[config.mk]
export PLATFORM = sky130hd
export DESIGN_NAME = conv1_ctrl
export DESIGN_NICKNAME = d
export VERILOG_FILES = /design/src/rtl/conv1_ctrl.sv
export SDC_FILE = /design/constraint.sdc
export NUM_CORES = 1
export LEC_CHECK = 0
export ABC_CLOCK_PERIOD_IN_PS = 2260
export CELL_PAD_IN_SITES_DETAIL_PLACEMENT = 1
export CELL_PAD_IN_SITES_GLOBAL_PLACEMENT = 1
export CORE_MARGIN = 4
export CORE_UTILIZATION = 36
export CTS_CLUSTER_SIZE = 28
export DETAILED_ROUTE_END_ITERATION = 10
export HOLD_SLACK_MARGIN = 0.03
export PLACE_DENSITY = 0.87
export SETUP_SLACK_MARGIN = 0.2
export SLEW_MARGIN = 20
export SYNTH_ARGS = -nofsm -noshare
export SYNTH_HDL_FRONTEND = slang
export SYNTH_SLANG_ARGS = --single-unit
[constraint.sdc]
create_clock -name clk -period 2.26 [get_ports clk]
set_input_delay 0.452 -clock clk [delete_from_list [all_inputs] [get_ports clk]]
set_output_delay 0.452 -clock clk [all_outputs]
set_load 0.005 [all_outputs]
[src/rtl/conv1_ctrl.sv]
// conv1_ctrl: frame sequencer for the conv1 stage (5x5 line buffer + 3-channel MAC).
// Accepts a raster pixel stream, drives the line-buffer shift, tracks the pixel
// position and raises a window-valid strobe tagged with output-map coordinates.
// Downstream backpressure stalls the input side; frame_done pulses once per frame.
// Optional feature macro: CONV1_CTRL_PERF_EN (16-bit saturating stall counter).
module conv1_ctrl #(
  parameter int WIDTH       = 28,
  parameter int HEIGHT      = 28,
  parameter int FILTER_SIZE = 5
) (
  input  logic                      clk,
  input  logic                      rst,
  input  logic                      start,
  input  logic                      in_valid,
  output logic                      in_ready,
  output logic                      shift_en,
  input  logic                      out_ready,
  output logic                      win_valid,
  output logic [$clog2(HEIGHT)-1:0] win_row,
  output logic [$clog2(WIDTH)-1:0]  win_col,
  output logic                      busy,
  output logic                      frame_done,
  output logic [15:0]               stall_cnt
);

  localparam int RW = $clog2(HEIGHT);
  localparam int CW = $clog2(WIDTH);

  localparam logic [RW-1:0] ROW_LAST = RW'(HEIGHT - 1);
  localparam logic [CW-1:0] COL_LAST = CW'(WIDTH - 1);
  localparam logic [RW-1:0] ROW_OFF  = RW'(FILTER_SIZE - 1);
  localparam logic [CW-1:0] COL_OFF  = CW'(FILTER_SIZE - 1);

  typedef enum logic [1:0] {
    S_IDLE  = 2'd0,
    S_RUN   = 2'd1,
    S_DRAIN = 2'd2,
    S_DONE  = 2'd3
  } state_t;

  state_t state;
  state_t state_nxt;

  // Position of the next pixel to be accepted (stage 0)
  logic [RW-1:0] row_p0;
  logic [CW-1:0] col_p0;

  // Window strobe and its coordinates (stage 1, aligned with the buffer shift)
  logic          vld_p1;
  logic [RW-1:0] win_row_p1;
  logic [CW-1:0] win_col_p1;

  logic start_acc;
  logic last_pix;
  logic win_pix;

  // Handshake: accept only while running and no unconsumed window is blocking
  assign in_ready  = (state == S_RUN) & (~vld_p1 | out_ready);
  assign shift_en  = in_valid & in_ready;
  assign start_acc = (state == S_IDLE) & start;
  assign last_pix  = (row_p0 == ROW_LAST) & (col_p0 == COL_LAST);
  assign win_pix   = (row_p0 >= ROW_OFF) & (col_p0 >= COL_OFF);

  // State register
  always_ff @(posedge clk) begin
    if (rst) begin
      state <= S_IDLE;
    end else begin
      state <= state_nxt;
    end
  end

  // Next-state logic: the last accepted pixel moves to DRAIN so the final
  // window can be consumed before the done pulse
  always_comb begin
    state_nxt = state;
    case (state)
      S_IDLE: begin
        if (start) begin
          state_nxt = S_RUN;
        end
      end
      S_RUN: begin
        if (shift_en && last_pix) begin
          state_nxt = S_DRAIN;
        end
      end
      S_DRAIN: begin
        if (!vld_p1 || out_ready) begin
          state_nxt = S_DONE;
        end
      end
      S_DONE: begin
        state_nxt = S_IDLE;
      end
      default: begin
        state_nxt = S_IDLE;
      end
    endcase
  end

  // Raster position of the incoming pixel; cleared at frame start and after the last pixel
  always_ff @(posedge clk) begin
    if (rst || start_acc) begin
      row_p0 <= '0;
      col_p0 <= '0;
    end else if (shift_en) begin
      if (col_p0 == COL_LAST) begin
        col_p0 <= '0;
        row_p0 <= last_pix ? '0 : row_p0 + 1'b1;
      end else begin
        col_p0 <= col_p0 + 1'b1;
      end
    end
  end

  // ---- stage 0 -> stage 1: window completes on the same edge the buffer shifts ----
  // A new window always wins over consumption; otherwise out_ready retires it
  always_ff @(posedge clk) begin
    if (rst) begin
      vld_p1     <= 1'b0;
      win_row_p1 <= '0;
      win_col_p1 <= '0;
    end else if (shift_en && win_pix) begin
      vld_p1     <= 1'b1;
      win_row_p1 <= row_p0 - ROW_OFF;
      win_col_p1 <= col_p0 - COL_OFF;
    end else if (out_ready) begin
      vld_p1 <= 1'b0;
    end
  end

  assign win_valid  = vld_p1;
  assign win_row    = win_row_p1;
  assign win_col    = win_col_p1;
  assign busy       = (state == S_RUN) | (state == S_DRAIN);
  assign frame_done = (state == S_DONE);

`ifdef CONV1_CTRL_PERF_EN
  function automatic logic [15:0] sat_inc16(input logic [15:0] v);
    return (v == 16'hFFFF) ? v : v + 16'd1;
  endfunction

  logic [15:0] stall_p0;
  logic        stall_evt;

  assign stall_evt = (state == S_RUN) & in_valid & ~in_ready;

  // Stall counter: counts upstream-offered cycles blocked by backpressure; holds after the frame
  always_ff @(posedge clk) begin
    if (rst || start_acc) begin
      stall_p0 <= 16'd0;
    end else if (stall_evt) begin
      stall_p0 <= sat_inc16(stall_p0);
    end
  end

  assign stall_cnt = stall_p0;
`else
  assign stall_cnt = 16'd0;
`endif

endmodule

==> impl_metrics.env, run 1 <==
export IMPL_clkTransAtPathRegs_ns=0.09
export IMPL_grt_max_degree=14
export IMPL_firstDrtPassIters=4
export IMPL_grt_antenna_before_repair=0
export IMPL_synthTopCellsByArea="dfxtp_1 (33%), ha_1 (14%), buf_4 (9.0%), a21oi_1 (5.0%), nand3_1 (3.9%)"
export IMPL_p_per_area_nw_per_um2=660
export IMPL_core_area_um2=3720
export IMPL_ys_warn_count=0
export IMPL_die_h_um=70.6
export IMPL_fmax_ghz=0.486
export IMPL_grt_pass1_vias=1141
export IMPL_finalPower_uw=1110
export IMPL_cap_violations=0
export IMPL_clockBufferDepth=2
export IMPL_rsz0062_at_grt="no"
export IMPL_syn_instance_count=162
export IMPL_arrival_ns=2.25
export IMPL_synth_ff_type="dfxtp_1"
export IMPL_drcViolationCount=0
export IMPL_dp_slack_ns=0.0503
export IMPL_end_kind="register"
export IMPL_cp_start_kind="register"
export IMPL_layout_drive_gt1_share_pct=12.4
export IMPL_synth_common_cells="dfxtp_1 (23), buf_4 (17), ha_1 (16), a21oi_1 (14), inv_1 (12)"
export IMPL_clk_latency_ns=0.27
export IMPL_cts_buffers=3
export IMPL_port_buffers=19
export IMPL_clock_skew_ns=0.00166
export IMPL_yosysMostFrequentCell="dfxtp_1"
export IMPL_fp_dieW_um=70.6
export IMPL_vias=1169
export IMPL_wire_per_inst_um=14.7
export IMPL_finalCritPeriodShare_pct=91.0
export IMPL_synth_area_per_cell_um2=8.71
export IMPL_initial_core_util_pct=38.0
export IMPL_synth_edff_count=0
export IMPL_die_area_um2=4990
export IMPL_fin_setup_tns_ns=0
export IMPL_pin_count=36
export IMPL_hold_viol=0
export IMPL_slew_viol_final=0
export IMPL_yosysSeqAreaShare_pct=32.6
export IMPL_synth_distinct_cells=38
export IMPL_hpwl_mm=2.55
export IMPL_crit_fanout=6
export IMPL_drt_initial_drc_count=83
export IMPL_synth_top_area_share_pct=32.6
export IMPL_setup_ws_ns=0.203
export IMPL_wl_mm=3.43
export IMPL_htreeDepth=1
export IMPL_ant_nets=0
export IMPL_hp_class="register to register"
export IMPL_async_reset_ff_share_pct=0
export IMPL_cts_sinks=23
export IMPL_cts_hold_buf=0
export IMPL_cts_tree="done"
export IMPL_synth_area_um2=1410
export IMPL_holdWs_ns=0.478
export IMPL_criticalPathCategory="register to register"
export IMPL_worstPathRequired_ns=2.46
export IMPL_setup_viol=0
export IMPL_nets=208
export IMPL_grt_ovfl_total=0
export IMPL_core_rowCount=22
export IMPL_final_util_pct=45.5
export IMPL_gp_congestion=0.794
export IMPL_period_needed_ns=2.06
export IMPL_grt_pass1_wl_mm=5.36
export IMPL_track_usage_pct=13.1
export IMPL_synth_largest_area_cell="dfxtp_1"
export IMPL_ys_ff_latch=23
export IMPL_area_growth_pct=19.7
export IMPL_diodes=0
export IMPL_outcome="finished, final reports clean"
export IMPL_p_leak_uw=0.000662
export IMPL_root_buffer="clkbuf_8"
export IMPL_routed_via_density=5.00
export IMPL_ir_worst_vdd_uv=427
[layer usage]
metal / vias to the layer above / part of all wire (%) / global-route usage (%)
met2: 26 / 53 / 23.6
met4: 0 / 0.96 / 3.13
met5: - / 0 / 0
li1: 573 / - / -
met3: 4 / 4.7 / 3.41
met1: 566 / 41 / 15.5
[path summary, 6_finish.rpt]
path | from | to | slack, ns | cells past startpoint
setup reg to reg | row_p0[2]$_SDFFE_PP0P_ | state[1]$_SDFFE_PP0P_ | 0.20 | 7
hold reg to reg | win_row[2]$_SDFFE_PP0P_ | win_row[2]$_SDFFE_PP0P_ | 0.48 | 2
hold / removal | win_row[2]$_SDFFE_PP0P_ | win_row[2]$_SDFFE_PP0P_ | 0.48 | 2
setup / recovery | row_p0[2]$_SDFFE_PP0P_ | state[1]$_SDFFE_PP0P_ | 0.20 | 7
[power by group]
group	internal (µW)	total (µW)	switching [µW]
registers	431	462	30.4
clock network	123	265	142
logic	197	388	191
total	752	1110	363
[per-stage QoR]
stage          instances  instance area [µm²]
6_report             234                 1690
5_1_grt              234                 1690
4_1_cts              233                 1670
3_5_place_dp         229                 1600
3_3_place_gp         229                 1600
2_1_floorplan        177                 1470
[layout by cell type (no fill, tap or decap), drive strengths merged]
cell type      count
dfxtp             23
clkdlybuf4s50     17
conb              16
ha                16
a21oi             15
inv               13
nand2             12
nand3             12
nor2               7
o21ai              7
buf                6
xnor2              5
a211oi             4
nor3               3
clkbuf             3
and2               3
and3               3
nand4              2
a31oi              2
dlygate4sd2        2
nand2b             2
nor2b              1
a222oi             1
mux2i              1
o2111a             1
xor2               1
a2111oi            1
a21o               1
o21a               1
a211o              1
o211a              1
or4                1
a41oi              1
clkinv             1
[worst max-delay path, stage by stage (launching register included)]
cell and delay, ns:
dfxtp_1 0.40, inv_1 0.18, ha_1 0.25, and3_1 0.26
nand4_1 0.17, a222oi_1 0.37, buf_4 0.19, mux2i_1 0.17
[registers in the layout, indices dropped and copies added, names as in the netlist]
register and count:
col_p0 5, state 2, win_row 5, win_col 5, win_valid 1, row_p0 5
[cells by family after synthesis]
family	after synthesis	share of synthesized area (%)
other	1	0.266
multiplexers	1	0.709
buffers and inverters	33	14.5
adder cells (fa/ha/maj)	16	14.2
AO/OA/AOI/OAI	36	16.8
XOR/XNOR	6	3.72
flip-flops	23	32.6
AND/OR/NAND/NOR	46	17.2
[cell type report]
| cell class | instances | area, µm² |
|---|---|---|
| inverter | 13 | 48.8 |
| clock inverter | 1 | 5.00 |
| timing repair buffer | 25 | 233 |
| fill | 451 | 2030 |
| sequential | 23 | 463 |
| tap | 48 | 60.1 |
| multi-input combinational | 121 | 838 |
| clock buffer | 3 | 41.3 |
[repair_timing]
item                       CTS  global route
hold endpoints to repair     0             0
pin swaps                    0             1
cloned                       0             0
setup endpoints to repair    2             7
setup buffers                0             1
resized for setup            6             4
No activity file was read; power rests on OpenSTA's default activity.
==> run 2: changes to the inputs <==
Settings changed: SLEW_MARGIN 20 to not set.
==> results of run 2 <==
No change in the layout: final DEF, timing and power equal those of run 1.
==> run 3: changes to the inputs <==
Settings changed: CORE_MARGIN 4 to not set.
==> run 3 against run 2 <==
  * Sequential share of layout area rose by 0.12 points
  * Utilization fell by 0.20 points
  * Maximum frequency rose by 3.6%
  * Clock-buffer cell count rose by 1
  * Register-to-register slack improved by 0.13 ns
  * Worst hold slack improved by 0.00064 ns
  * Non-clock buffer count rose by 1
==> impl_metrics.env, run 3 (synthesis gave the netlist of run 1 again) <==
export IMPL_worstReg2RegStart="row_p0[3]$_SDFFE_PP0P_"
export IMPL_outcome="finished, final reports clean"
export IMPL_fmax_ghz=0.504
export IMPL_vias=1145
export IMPL_cp_num_buf_inv=2
export IMPL_grt_ovfl_total=0
export IMPL_hpwl_mm=2.40
export IMPL_nets=209
export IMPL_grt_max_degree=13
export IMPL_pin_count=36
export IMPL_setup_viol=0
export IMPL_ir_worst_vdd_uv=498
export IMPL_initial_core_util_pct=38.0
export IMPL_wire_per_inst_um=13.4
export IMPL_crit_fanout=4
export IMPL_track_usage_pct=15.8
export IMPL_cts_hold_buf=0
export IMPL_wl_mm=3.15
export IMPL_p_per_area_nw_per_um2=648
export IMPL_hold_start="win_row[1]$_SDFFE_PP0P_"
export IMPL_layout_commonest_cell="dfxtp_1"
export IMPL_worstPathRequired_ns=1.81
export IMPL_layout_common_cells="dfxtp_1 (21), clkdlybuf4s50_1 (17), conb_1 (16)"
export IMPL_criticalPathCategory="register to output pin"
export IMPL_port_buffers=19
export IMPL_hold_viol=0
export IMPL_r2r_end="win_row[3]$_SDFFE_PP0P_"
export IMPL_min_delay_path_depth=2
export IMPL_p_leak_uw=0.000659
export IMPL_rsz0062_at_grt="no"
export IMPL_reg2regPathDepth=6
export IMPL_cp_depth=3
export IMPL_clock_skew_ns=0.00590
export IMPL_fp_dieW_um=64.6
export IMPL_ant_nets=0
export IMPL_finalCritPeriodShare_pct=87.8
export IMPL_crit_chain="inv_1, ha_1, clkdlybuf4s50_1"
export IMPL_grt_pass1_vias=1079
export IMPL_cts_sinks=23
export IMPL_drt_initial_drc_count=30
export IMPL_die_h_um=64.6
export IMPL_clkTransAtPathRegs_ns=0.08
export IMPL_gp_congestion=0.795
export IMPL_end_kind="output pin"
export IMPL_cap_violations=0
export IMPL_cp_top_family="buffers and inverters"
export IMPL_firstDrtPassIters=4
export IMPL_slew_viol_final=0
export IMPL_period_needed_ns=1.99
export IMPL_clockBufferDepth=2
export IMPL_fin_setup_tns_ns=0
export IMPL_whs_endpoint="win_row[1]$_SDFFE_PP0P_"
export IMPL_grt_antenna_before_repair=0
export IMPL_drcViolationCount=0
export IMPL_diodes=0
export IMPL_cts_tree="done"
export IMPL_num_fill_cells=469
export IMPL_slowest_stage="clkdlybuf4s50_1"
export IMPL_core_area_um2=3720
export IMPL_cp_start_kind="register"
export IMPL_rrSetupSlack_ns=0.33
export IMPL_die_area_um2=4180
export IMPL_holdWs_ns=0.479
export IMPL_core_rowCount=22
export IMPL_layout_drive_gt1_share_pct=11.8
export IMPL_cts_buffers=3
export IMPL_clk_latency_ns=0.27
export IMPL_hp_class="register to register"
export IMPL_htreeDepth=1
export IMPL_routed_via_density=4.87
export IMPL_arrival_ns=1.53
export IMPL_root_buffer="clkbuf_8"
export IMPL_area_growth_pct=19.1
export IMPL_grt_pass1_wl_mm=5.09
export IMPL_critPathMaxStageDelay_ns=0.50
run 3: repair_timing:
| item | in CTS | in global routing |
|---|---|---|
| buffers inserted | 0 | 2 |
| gates resized for setup | 6 | 2 |
| setup endpoints to repair | 2 | 5 |
run 3: cell type report:
class | count | area, µm² | share of cell area [%]
Tap cell | 48 | 60.1 | 3.57
Timing Repair Buffer | 26 | 240 | 14.3
Sequential cell | 23 | 463 | 27.5
Multi-Input combinational cell | 121 | 825 | 49.0
Inverter | 13 | 48.8 | 2.90
Clock buffer | 4 | 45.0 | 2.68
run 3: stage by stage:
stage | setup WS, ns | util, % | total power, µW | cells | instance area [µm²]
floorplan | 0.570 | - | 699 | 177 | 1470
finish | 0.275 | 45.3 | 1090 | 235 | 1680
CTS | 0.191 | 44.8 | 1090 | 233 | 1660
global placement | 0.0879 | 43.0 | 803 | 229 | 1600
global route | 0.188 | 45.3 | 1160 | 235 | 1680
detailed placement | 0.0607 | 43.0 | 818 | 229 | 1600
run 3: routing by layer:
metal	GRT usage, %	wire length [µm]
met1	18.8	1410
met2	28.6	1610
met3	3.70	97
met4	3.61	30
met5	0	0
run 3: how the worst max path moves through the flow:
stage	startpoint	to
floorplan	state[1]$_SDFFE_PP0P_	shift_en
global placement	out_ready	shift_en
detailed placement	out_ready	shift_en
CTS	state[0]$_SDFFE_PP0P_	busy
global route	row_p0[3]$_SDFFE_PP0P_	win_row[3]$_SDFFE_PP0P_
finish	state[0]$_SDFFE_PP0P_	busy
run 3: power breakdown:
group / total (µW) / leakage (µW) / switching, µW / internal, µW
clock network: 259 / 0.0000228 / 133 / 126
logic: 370 / 0.000450 / 188 / 182
registers: 460 / 0.000186 / 28.8 / 431
total: 1090 / 0.000659 / 350 / 739
run 3: tightest hold or removal path, stage by stage (launching register included):
cell and delay [ns]:
dfxtp_1 0.31, o21ai_0 0.06, a21oi_1 0.06
